File: src/rtl/uart_tx_arbiter.sv
// rtl/uart_tx_arbiter.sv - round-robin arbiter sharing one UART transmitter among NUM_REQ byte sources
// Optional feature macro: UART_ARB_BURST_EN (keep the grant across a burst until a byte with req_last completes)
module uart_tx_arbiter #(
  parameter int NUM_REQ      = 4,
  parameter int DATA_WIDTH   = 8,
  parameter int BUSY_TIMEOUT = 16
) (
  input  logic                          CLK,
  input  logic                          RST,
  input  logic [NUM_REQ-1:0]            req_valid,
  input  logic [NUM_REQ*DATA_WIDTH-1:0] req_data,
  input  logic [NUM_REQ-1:0]            req_par_en,
  input  logic [NUM_REQ-1:0]            req_par_typ,
  input  logic [NUM_REQ-1:0]            req_last,
  output logic [NUM_REQ-1:0]            req_ready,
  output logic [NUM_REQ-1:0]            grant,
  output logic [DATA_WIDTH-1:0]         tx_p_data,
  output logic                          tx_data_valid,
  output logic                          tx_par_en,
  output logic                          tx_par_typ,
  input  logic                          tx_busy,
  output logic                          err_timeout
);
  localparam int IW = (NUM_REQ > 1) ? $clog2(NUM_REQ) : 1;
  localparam logic [7:0] TO_LAST = 8'(BUSY_TIMEOUT - 1);

  typedef enum logic [1:0] {IDLE, LOAD, WAIT_BUSY, WAIT_DONE} state_t;

  state_t              state;
  logic [IW-1:0]       ptr;
  logic [IW-1:0]       win;
  logic [7:0]          cnt;
  logic [IW:0]         pos;
  logic [IW-1:0]       rr_sel;
  logic [IW-1:0]       cap_idx;
  logic [NUM_REQ-1:0]  cap_oh;
  logic                cap_go;
  logic                burst_go;

  // Round-robin search: first valid requester strictly after ptr, wrapping modulo NUM_REQ
  always_comb begin
    rr_sel = ptr;
    pos    = '0;
    for (int k = NUM_REQ; k >= 1; k--) begin
      pos = {1'b0, ptr} + (IW+1)'(k);
      if (pos >= (IW+1)'(NUM_REQ)) pos = pos - (IW+1)'(NUM_REQ);
      if (req_valid[pos[IW-1:0]]) rr_sel = pos[IW-1:0];
    end
  end

`ifdef UART_ARB_BURST_EN
  logic last_q;
  // A burst continues straight into the next capture for the same owner when busy falls
  assign burst_go = (state == WAIT_DONE) && !tx_busy && !last_q && req_valid[win];
`else
  logic unused_last;
  assign unused_last = ^req_last;
  assign burst_go    = 1'b0;
`endif

  assign cap_go  = ((state == IDLE) && (|req_valid) && !tx_busy) || burst_go;
  assign cap_idx = burst_go ? win : rr_sel;
  assign cap_oh  = NUM_REQ'(1) << cap_idx;

  // Frame sequencer: capture winner, strobe, wait for busy to rise, then wait for it to fall
  always_ff @(posedge CLK) begin
    if (RST) begin
      state         <= IDLE;
      ptr           <= IW'(NUM_REQ - 1);
      win           <= '0;
      cnt           <= '0;
      grant         <= '0;
      req_ready     <= '0;
      tx_p_data     <= '0;
      tx_data_valid <= 1'b0;
      tx_par_en     <= 1'b0;
      tx_par_typ    <= 1'b0;
      err_timeout   <= 1'b0;
`ifdef UART_ARB_BURST_EN
      last_q        <= 1'b0;
`endif
    end else begin
      tx_data_valid <= 1'b0;
      req_ready     <= '0;
      err_timeout   <= 1'b0;
      if (cap_go) begin
        // Outputs registered here are presented during LOAD and held until the next capture
        win           <= cap_idx;
        grant         <= cap_oh;
        req_ready     <= cap_oh;
        tx_data_valid <= 1'b1;
        tx_p_data     <= req_data[cap_idx*DATA_WIDTH +: DATA_WIDTH];
        tx_par_en     <= req_par_en[cap_idx];
        tx_par_typ    <= req_par_typ[cap_idx];
`ifdef UART_ARB_BURST_EN
        last_q        <= req_last[cap_idx];
`endif
        state         <= LOAD;
      end else begin
        case (state)
          IDLE: ;
          LOAD: begin
            cnt   <= '0;
            state <= WAIT_BUSY;
          end
          WAIT_BUSY: begin
            if (tx_busy) begin
              state <= WAIT_DONE;
            end else begin
              cnt <= cnt + 8'd1;
              // The byte counts as consumed; the owner already saw req_ready
              if (cnt + 8'd1 == TO_LAST) begin
                err_timeout <= 1'b1;
                grant       <= '0;
                ptr         <= win;
                state       <= IDLE;
              end
            end
          end
          WAIT_DONE: begin
            if (!tx_busy) begin
              ptr   <= win;
              grant <= '0;
              state <= IDLE;
            end
          end
          default: state <= IDLE;
        endcase
      end
    end
  end
endmodule

File: config.mk
export PLATFORM = sky130hd
export DESIGN_NAME = uart_tx_arbiter
export DESIGN_NICKNAME = d
export VERILOG_FILES = /design/src/rtl/uart_tx_arbiter.sv
export SDC_FILE = /design/constraint.sdc
export NUM_CORES = 1
export LEC_CHECK = 0
export ABC_AREA = 1
export CORE_MARGIN = 3
export CORE_UTILIZATION = 63
export DETAILED_ROUTE_END_ITERATION = 10
export DONT_BUFFER_PORTS = 1
export PLACE_DENSITY_LB_ADDON = 0.15
export SLEW_MARGIN = 30
export SYNTH_ARGS = -nofsm -noshare
export SYNTH_HDL_FRONTEND = slang
export SYNTH_SLANG_ARGS = --single-unit
File: constraint.sdc
create_clock -name CLK -period 2.2 [get_ports CLK]
set_clock_uncertainty 0.05 [all_clocks]
set_input_delay 0.11 -clock CLK [delete_from_list [all_inputs] [get_ports CLK]]
set_output_delay 0.11 -clock CLK [all_outputs]
set_load 0.05 [all_outputs]
==> flow_metrics.py, run 1 <==
metrics = {
    "run_status": {
        "outcome": "completed",
    },
    "timing": {
        "setup_viol": 0,
        "worstMarginPinSlew_ns": 0.5475,
        "number_of_endpoints_with_negative_hold_slack_in_the_final_report": 0,
        "hold_slack_ns": 0.005077,
        "fmax_achieved_ghz": 0.5246,
        "postLayoutSetupSlackWorst_ns": 0.2939,
        "slew_headroom_pct": 63.45,
        "period_share_pct": 86.64,
        "grt_setup_unrepaired": "no",
        "fin_crit_period_ns": 1.906,
        "setup_total_negative_slack_ns": 0,
        "final-max-slew-violation-count": 0,
    },
    "synth": {
        "yosys_most_used_dff": "sky130_fd_sc_hd__dfxtp_1",
        "synthMuxAreaShare_pct": 0,
        "synth-async-reset-ratio_pct": 0,
        "total_standard_cell_area_after_synthesis_um2": 2053,
        "synth.yosys.warnings": 0,
        "yosys.area_share.adder_pct": 4.266,
        "xor_and_xnor_area_share_after_synthesis_pct": 2.133,
        "postSynthAreaPerCell_um2": 6.203,
        "synthMostInstantiatedCell": "sky130_fd_sc_hd__nand2_1",
        "synth_edf_count": 0,
        "simple_gate_share_of_the_synthesized_area_pct": 46.44,
        "synth.yosys.seq_area_share_pct": 33.15,
        "syn-num-nets": 389,
        "synth_top_family_by_area": "simple AND/OR/NAND/NOR gates",
        "synthCells": 331,
        "post_synth_most_frequent_cells": "sky130_fd_sc_hd__nand2_1, sky130_fd_sc_hd__nand3_1, sky130_fd_sc_hd__dfxtp_1",
        "yosys.area.top_type_share_pct": 33.15,
        "flip_flop_and_latch_count_after_synthesis": 34,
        "synth.distinct_cells": 26,
        "yosysTopAreaCell": "sky130_fd_sc_hd__dfxtp_1",
        "synth_compound_gate_area_share_pct": 4.266,
        "synthTopCellsByArea": "sky130_fd_sc_hd__dfxtp_1, sky130_fd_sc_hd__nand2_1, sky130_fd_sc_hd__nand3_1, sky130_fd_sc_hd__inv_1, sky130_fd_sc_hd__ha_1",
    },
    "die": {
        "die_area_um2": 3980,
        "coreArea_um2": 3078,
        "fp.dieW_um": 63.09,
        "design.portCount": 71,
        "floorplan.initialDensity_pct": 66.71,
        "die_height_um": 63.09,
        "rows": 20,
    },
    "place": {
        "postPlaceCellArea_um2": 2072,
        "place_inst": 369,
        "place_worst_setup_slack_ns": 0.2224,
        "numPortBuffers": 0,
        "post_dp_hpwl_mm": 3.340,
        "gp_congestion": 1.003,
    },
    "route": {
        "ant_nets": 0,
        "routed-via-count": 1942,
        "viasPerCell": 5.124,
        "drtIter0Drc": 127,
        "finalWirelength_mm": 4.446,
        "post-route-drc-count": 0,
        "firstDrtPassIters": 4,
        "average_detailed_routed_wire_length_per_instance_um": 11.73,
    },
    "run": {
        "max-cap-violations": 0,
    },
    "setup_path": {
        "crit_end_element": "register",
        "cp_cell_sequence": "ha_1, nand3_1, nor2_1, xor2_1, nor2_1, nand3b_4, nand2_1, nand3_1, nand3_1, nand2_1",
        "slowest_delay_ns": 0.41,
        "crit_top_cell": "sky130_fd_sc_hd__nand3_1",
        "worst_ep_required_time_ns": 2.38,
        "crit_path_max_fanout": 5,
        "rrSetupSlack_ns": 0.29,
        "critPathSlowestCell": "sky130_fd_sc_hd__dfxtp_1",
        "crit_type": "register to register",
        "startpoint_type": "register",
        "critical_path_arrival_ns": 2.09,
    },
    "global_route": {
        "maximum_number_of_pins_on_one_net_before_global_route_repair": 25,
        "antenna_violations_before_repair": 0,
        "vias_in_the_first_global_route": 1630,
        "grt_first_pass_wirelength_mm": 7.293,
        "grtUsageTotal_pct": 22.74,
        "gr-total-overflow": 0,
    },
    "clock_tree": {
        "clk_transition_reported_paths_ns": 0.10,
        "clk-insertion-delay-late_ns": 0.33,
        "h-tree-depth": 2,
        "clkSinkCount": 34,
        "cts_tree": "done",
        "largest_buffer_count_on_any_clock_path": 2,
        "post_cts.repair.setup_buffers": 0,
        "cts_inserted_buffers": 5,
        "ctsRootBufferMaster": "sky130_fd_sc_hd__clkbuf_4",
    },
    "finish": {
        "nNetsFinal": 392,
        "finalInstanceArea_um2": 2153,
        "final_cells": 379,
        "share_of_cells_above_drive_strength_1_pct": 7.463,
        "area_growth_syn_to_layout_pct": 4.875,
        "antennaDiodeCount": 0,
    },
    "power_and_ir_drop": {
        "power_density_nw_per_um2": 1461,
        "vdd_ir_drop_max_v": 0.001367,
        "power_leakage_nw": 1.158,
    },
    "min_path": {
        "hp-class": "input port to register",
    },
}
[state kept, by name, summed over array words and instances, names as in the netlist]
name,flops
tx_p_data,8
ptr,2
tx_data_valid,1
tx_par_en,1
state,2
tx_par_typ,1
err_timeout,1
req_ready,4
win,2
grant,4
cnt,8
[metal layers]
metal | vias up | wire length [µm] | global-route usage, %
met5 | - | 0 | 0
met4 | 0 | 62 | 9.366
met3 | 7 | 326 | 5.704
met2 | 64 | 2039 | 34.78
met1 | 833 | 2018 | 30.35
li1 | 1038 | - | -
[report_power, final]
part	total, W	switching, W	internal (W)
clock network	0.000357	0.000202	0.000155
logic	0.00152	0.00100	0.000517
registers	0.00127	0.000500	0.000767
total	0.00315	0.00171	0.00144
[final cells by class]
class | count | area [µm²]
fill | 290 | 924.6
timing repair buffer | 8 | 65.06
clock buffer | 7 | 55.05
tap | 44 | 55.05
inverter | 31 | 118.9
sequential | 34 | 681.9
multi-input combinational | 254 | 1172
clock inverter | 1 | 5.005
[worst max-delay path, delay by kind of cell (launching register included)]
| kind | cells | cell delay (ns) |
|---|---|---|
| xor+xnor | 1 | 0.09 |
| fa+ha+maj | 1 | 0.21 |
| flops | 1 | 0.41 |
| simple gates | 8 | 1.04 |
[cells in the final DEF (no fill, tap or decap), types with 2 or more instances in the layout]
master                          count
sky130_fd_sc_hd__a21oi_1           10
sky130_fd_sc_hd__buf_4              6
sky130_fd_sc_hd__clkbuf_4           5
sky130_fd_sc_hd__dfxtp_1           33
sky130_fd_sc_hd__dlygate4sd3_1      2
sky130_fd_sc_hd__ha_1               7
sky130_fd_sc_hd__inv_1             26
sky130_fd_sc_hd__inv_2              3
sky130_fd_sc_hd__nand2_1          158
sky130_fd_sc_hd__nand2_2            2
sky130_fd_sc_hd__nand2_4            2
sky130_fd_sc_hd__nand3_1           40
sky130_fd_sc_hd__nand4_1            4
sky130_fd_sc_hd__nor2_1            17
sky130_fd_sc_hd__o21ai_0            2
sky130_fd_sc_hd__o21ai_1            2
sky130_fd_sc_hd__xor2_1             4
[worst paths after layout]
check / end / cells past startpoint / from
min reg2reg: win[1] / 2 / win[1]
max reg2reg: grant[1] / 10 / cnt[0]
max: grant[1] / 10 / cnt[0]
min: tx_p_data[5] / 6 / req_data[29]
[stage by stage]
stage	utilization (%)	total power [W]
after floorplan	-	0.002575
after global placement	67.32	0.002751
after detailed placement	67.32	0.002794
after CTS	69.92	0.003152
after global routing	69.96	0.003430
final	69.96	0.003146
[cell families (layout without fill, tap and decap cells)]
logic type	Yosys count	in the layout
buf+inv	43	47
flops	34	34
simple gates	226	226
xor+xnor	5	5
fa+ha+maj	7	7
compound gates	16	16
[repair_timing]
action	4_1_cts	5_1_grt
hold endpoints to repair	14	0
hold buffers	2	0
resized for setup	0	1
setup endpoints to repair	0	6
(Power assumes the default switching activity.)
==> run 2: changes to the inputs <==
CORE_UTILIZATION = 66   (was 63)
CTS_BUF_LIST = sky130_fd_sc_hd__clkbuf_4   (was not set)
==> run 2 against run 1 <==
  * Sequential power hardly changed
  * Die area is 4.1% lower
  * Core utilization rose by 10 points
  * First-iteration DRC count stayed put
==> flow_metrics.py, run 2 (synthesis gave the netlist of run 1 again) <==
metrics = {
    "min_path": {
        "min_delay_worst_endpoint": "tx_p_data[2]",
        "hold_path_startpoint": "req_data[2]",
        "hold-path-cell-count": 6,
        "hp-class": "input port to register",
    },
    "finish": {
        "share_of_cells_above_drive_strength_1_pct": 7.514,
        "most_common_cell_after_layout_fill_and_taps_aside": "sky130_fd_sc_hd__nand2_1",
        "area_growth_syn_to_layout_pct": 11.70,
        "largest_registers_ranked_by_flip_flop_count": "cnt: 8 flops, tx_p_data: 8 flops",
        "finalInstanceArea_um2": 2293,
        "mostFrequentLayoutCells": "sky130_fd_sc_hd__nand2_1, sky130_fd_sc_hd__nand3_1, sky130_fd_sc_hd__dfxtp_1",
        "antennaDiodeCount": 0,
        "nNetsFinal": 403,
    },
    "route": {
        "firstDrtPassIters": 4,
        "routed-via-count": 2049,
        "average_detailed_routed_wire_length_per_instance_um": 12.12,
        "post-route-drc-count": 0,
        "finalWirelength_mm": 4.571,
        "ant_nets": 0,
        "viasPerCell": 5.435,
        "drtIter0Drc": 127,
    },
    "clock_tree": {
        "ctsRootBufferMaster": "sky130_fd_sc_hd__clkbuf_4",
        "clk_transition_reported_paths_ns": 0.12,
        "h-tree-depth": 2,
        "clk-insertion-delay-late_ns": 0.35,
        "clkSinkCount": 34,
        "cts_inserted_buffers": 5,
        "largest_buffer_count_on_any_clock_path": 2,
        "post_cts.repair.setup_buffers": 0,
        "cts_tree": "done",
    },
    "die": {
        "rows": 19,
        "coreArea_um2": 2853,
        "die_area_um2": 3816,
        "die_height_um": 61.78,
        "fp.dieW_um": 61.78,
        "floorplan.initialDensity_pct": 71.97,
        "design.portCount": 71,
    },
    "global_route": {
        "vias_in_the_first_global_route": 1720,
        "antenna_violations_before_repair": 0,
        "grt_first_pass_wirelength_mm": 7.196,
        "grtUsageTotal_pct": 25.37,
        "maximum_number_of_pins_on_one_net_before_global_route_repair": 25,
        "gr-total-overflow": 0,
    },
    "setup_path": {
        "crit_end_element": "register",
        "cp_cell_sequence": "inv_4, nand2_1, nand2_1, nand2_1, nand2_1, nand2_2, nand2_2, nand2_4, nand2_4, nand2_1, nand2_1, nand2_1, nand2_1, nand2_1, nand2_1",
        "critical_path_arrival_ns": 2.12,
        "startpoint_type": "register",
        "reg2reg_depth": 15,
        "slowest_delay_ns": 0.45,
        "critPathSlowestCell": "sky130_fd_sc_hd__dfxtp_2",
        "crit_type": "register to register",
        "r2r-end": "tx_par_typ",
        "crit_path_max_fanout": 24,
        "crit_top_cell": "sky130_fd_sc_hd__nand2_1",
        "critPathTopFamily": "simple AND/OR/NAND/NOR gates",
        "worst_ep_required_time_ns": 2.39,
        "worst_r2r_startpoint": "ptr[0]",
        "critical_path_buf_inv_count": 1,
        "rrSetupSlack_ns": 0.27,
    },
    "power_and_ir_drop": {
        "vdd_ir_drop_max_v": 0.001333,
        "internal-power_w": 0.001654,
        "power_leakage_nw": 1.225,
        "switching_portion_of_total_power_pct": 51.45,
        "power_density_nw_per_um2": 1486,
        "p_switching_w": 0.001753,
        "power.sequential.fraction_pct": 37.0,
        "pwr-share-comb_pct": 46.2,
        "power.share.clock_pct": 16.8,
    },
    "run": {
        "max-cap-violations": 0,
    },
    "place": {
        "numPortBuffers": 0,
        "post_dp_hpwl_mm": 3.225,
        "gp_congestion": 0.8135,
        "postPlaceCellArea_um2": 2056,
    },
    "run_status": {
        "outcome": "completed",
    },
    "timing": {
        "fmax_achieved_ghz": 0.5190,
        "setup_total_negative_slack_ns": 0,
        "setup_viol": 0,
        "fin_crit_period_ns": 1.927,
        "number_of_endpoints_with_negative_hold_slack_in_the_final_report": 0,
        "worstMarginPinSlew_ns": 0.5344,
        "slew_headroom_pct": 64.32,
        "final-max-slew-violation-count": 0,
        "grt_setup_unrepaired": "no",
        "hold_slack_ns": 0.01657,
        "period_share_pct": 87.59,
    },
}
run 2: per-layer routing:
layer / track usage (%) / part of all wire (%) / up-vias
met5: 0 / 0 / -
met4: 10.00 / 1.6 / 0
met3: 9.298 / 9.6 / 7
met2: 39.46 / 46 / 85
met1: 31.94 / 43 / 898
li1: - / - / 1059
run 2: worst max path at each step:
| stage | start | end | depth (start not counted) |
|---|---|---|---|
| 2_1_floorplan | cnt[0] | grant[0] | 10 |
| 3_3_place_gp | ptr[0] | tx_par_typ | 15 |
| 3_5_place_dp | ptr[0] | tx_par_typ | 15 |
| 4_1_cts | ptr[0] | tx_p_data[7] | 15 |
| 5_1_grt | ptr[0] | tx_par_en | 15 |
| 6_report | ptr[0] | tx_par_typ | 15 |
run 2: worst min-delay path: cells and delay by family:
family	cells	cell delay (ns)
and+or+nand+nor	6	0.29
run 2: what timing repair did:
action                                 4_1_cts  5_1_grt
setup endpoints to repair                    0       11
endpoints found under the hold margin       20        0
hold buffers                                13        0
gates resized for setup                      0        1
run 2: stage by stage:
step | worst slack (ns) | util [%] | power, W | std cells
2_1_floorplan | 0.5462 | - | 0.002575 | 331
3_3_place_gp | 0.2641 | 72.06 | 0.002738 | 356
3_5_place_dp | 0.2392 | 72.06 | 0.002770 | 356
4_1_cts | 0.1724 | 80.35 | 0.003370 | 377
5_1_grt | 0.02308 | 80.39 | 0.003694 | 377
6_report | 0.2731 | 80.39 | 0.003407 | 377
run 2: power groups by stage:
stage          Clock [W]  Combinational [W]  Sequential [W]
6_report        0.000571            0.00158         0.00126
5_1_grt         0.000608            0.00180         0.00129
4_1_cts         0.000581            0.00153         0.00126
3_5_place_dp           0            0.00149         0.00128
3_3_place_gp           0            0.00146         0.00127
2_1_floorplan          0            0.00134         0.00123
run 2: cell type report:
type,count,area (µm²)
multi-input cells,254,1172
flip-flops and latches,34,681.9
fillers,210,559.3
repair buffers,19,175.2
inverters,31,118.9
clock inverters,3,68.82
well taps,31,38.79
clock buffers,5,37.54
==> run 3: changes to the inputs <==
CORE_ASPECT_RATIO = 1.25   (was not set)
CORE_UTILIZATION = 45   (was 66)
==> run 3 against run 2 <==
  * Register-to-register slack worse by 0.07 ns
  * Largest power group unchanged
  * Critical endpoint is now grant[3]
  * Cell count is 4.2% higher
  * Clock power is 2% lower
  * Setup slack worse by 0.071 ns
  * Maximum frequency is 3.5% lower
  * Sequential share of layout area is 0.85 points higher
==> flow_metrics.py, run 3 (synthesis gave the netlist of run 1 again) <==
metrics = {
    "clock_tree": {
        "cts_tree": "done",
        "ctsRootBufferMaster": "sky130_fd_sc_hd__clkbuf_4",
        "clk-insertion-delay-late_ns": 0.33,
        "clkSinkCount": 34,
        "h-tree-depth": 2,
        "clk_transition_reported_paths_ns": 0.12,
        "post_cts_resized": 0,
        "largest_buffer_count_on_any_clock_path": 2,
        "cts_inserted_buffers": 5,
    },
    "timing": {
        "period_share_pct": 90.80,
        "setup_viol": 0,
        "final-max-slew-violation-count": 0,
        "fin_crit_period_ns": 1.998,
        "number_of_endpoints_with_negative_hold_slack_in_the_final_report": 0,
        "fmax_achieved_ghz": 0.5006,
        "setup_total_negative_slack_ns": 0,
        "worstMarginPinSlew_ns": 0.5328,
        "slew_headroom_pct": 64.24,
        "postLayoutSetupSlackWorst_ns": 0.2024,
        "grt_setup_unrepaired": "no",
    },
    "die": {
        "fp.dieW_um": 66.42,
        "coreArea_um2": 4229,
        "rows": 26,
        "design.portCount": 71,
        "die_height_um": 81.52,
        "die_area_um2": 5414,
        "floorplan.initialDensity_pct": 48.55,
    },
    "finish": {
        "mostFrequentLayoutCells": "sky130_fd_sc_hd__nand2_1, sky130_fd_sc_hd__nand3_1, sky130_fd_sc_hd__dfxtp_1",
        "nNetsFinal": 394,
        "finalInstanceArea_um2": 2226,
        "final_cells": 393,
        "largest_registers_ranked_by_flip_flop_count": "cnt: 8 flops, tx_p_data: 8 flops",
        "multiInputGateArea_um2": 1172,
        "share_of_cells_above_drive_strength_1_pct": 7.418,
        "filler_cell_count": 458,
        "most_common_cell_after_layout_fill_and_taps_aside": "sky130_fd_sc_hd__nand2_1",
        "antennaDiodeCount": 0,
        "utilization_pct": 52.63,
        "area_growth_syn_to_layout_pct": 8.409,
        "register_area_um2": 680.7,
    },
    "global_route": {
        "antenna_violations_before_repair": 0,
        "grt_first_pass_wirelength_mm": 7.534,
        "maximum_number_of_pins_on_one_net_before_global_route_repair": 25,
        "gr-total-overflow": 0,
        "vias_in_the_first_global_route": 1747,
        "grtUsageTotal_pct": 17.92,
    },
    "power_and_ir_drop": {
        "power_density_nw_per_um2": 1511,
        "power_leakage_nw": 1.186,
        "vdd_ir_drop_max_v": 0.001069,
    },
    "setup_path": {
        "crit_type": "register to register",
        "crit_end_element": "register",
        "crit_path_max_fanout": 5,
        "startpoint_type": "register",
        "worst_ep_required_time_ns": 2.39,
        "critical_path_arrival_ns": 2.18,
    },
    "place": {
        "numPortBuffers": 0,
        "postPlaceCellArea_um2": 2095,
        "place_worst_setup_slack_ns": 0.2299,
        "gp_congestion": 0.7977,
        "place_inst": 382,
        "post_dp_hpwl_mm": 3.564,
    },
    "route": {
        "drtIter0Drc": 63,
        "finalWirelength_mm": 4.593,
        "routed-via-count": 1908,
        "average_detailed_routed_wire_length_per_instance_um": 11.69,
        "ant_nets": 0,
        "post-route-drc-count": 0,
        "firstDrtPassIters": 6,
        "viasPerCell": 4.855,
    },
    "run": {
        "max-cap-violations": 0,
    },
    "run_status": {
        "outcome": "completed",
    },
    "min_path": {
        "hp-class": "input port to register",
    },
}
[run 3: cell count changes in the layout (fill, tap and decap cells not counted), sizes merged]
cell	before	now
buf	6	7
dlygate4sd3	13	3
[run 3: layer usage]
| layer | GRT usage, % | wire length, µm |
|---|---|---|
| met2 | 31.28 | 2290 |
| met3 | 5.062 | 304 |
| met5 | 0 | 0 |
| met4 | 4.268 | 20 |
| met1 | 21.60 | 1978 |
[run 3: critical path, cell delays in order, from the launching register on]
cell	delay, ns
sky130_fd_sc_hd__dfxtp_1	0.43
sky130_fd_sc_hd__ha_1	0.21
sky130_fd_sc_hd__nand3_1	0.13
sky130_fd_sc_hd__nor2_1	0.13
sky130_fd_sc_hd__xor2_1	0.09
sky130_fd_sc_hd__nor2_1	0.19
sky130_fd_sc_hd__nand3b_4	0.11
sky130_fd_sc_hd__nand2_1	0.13
sky130_fd_sc_hd__nand3_1	0.23
sky130_fd_sc_hd__nand3_1	0.14
sky130_fd_sc_hd__nand2_1	0.07
[run 3: cell type report]
cell class                 count  share of cell area, %
inverter                      31                  5.340
clock buffer                   5                  1.686
multi-input combinational    254                  52.67
clock inverter                 3                  2.867
tap                           56                  3.148
sequential                    34                  30.58
timing repair buffer          10                  3.710
[run 3: metrics by stage]
step	power (W)	hold WS, ns
2_1_floorplan	0.002575	0.2958
3_3_place_gp	0.002819	0.1310
3_5_place_dp	0.002826	0.1328
4_1_cts	0.003401	0.0007087
5_1_grt	0.003695	0.007291
6_report	0.003363	0.01340
[run 3: worst paths after layout]
path | cells past startpoint | slack (ns) | from | endpoint
worst max-delay path | 10 | 0.20 | cnt[0] | grant[3]
worst max register to register | 10 | 0.20 | cnt[0] | grant[3]
worst min-delay path | 4 | 0.01 | tx_busy | state[1]
worst min register to register | 2 | 0.42 | win[1] | win[1]
[run 3: timing repair]
action | in CTS | in global routing
endpoints found under the hold margin | 16 | 0
hold buffers | 3 | 0
setup buffers | 0 | 0
[run 3: power by group]
part	switching [W]	leakage (nW)	internal [W]
logic	0.00100	0.856	0.000536
registers	0.000498	0.277	0.000765
clock network	0.000209	0.0528	0.000350
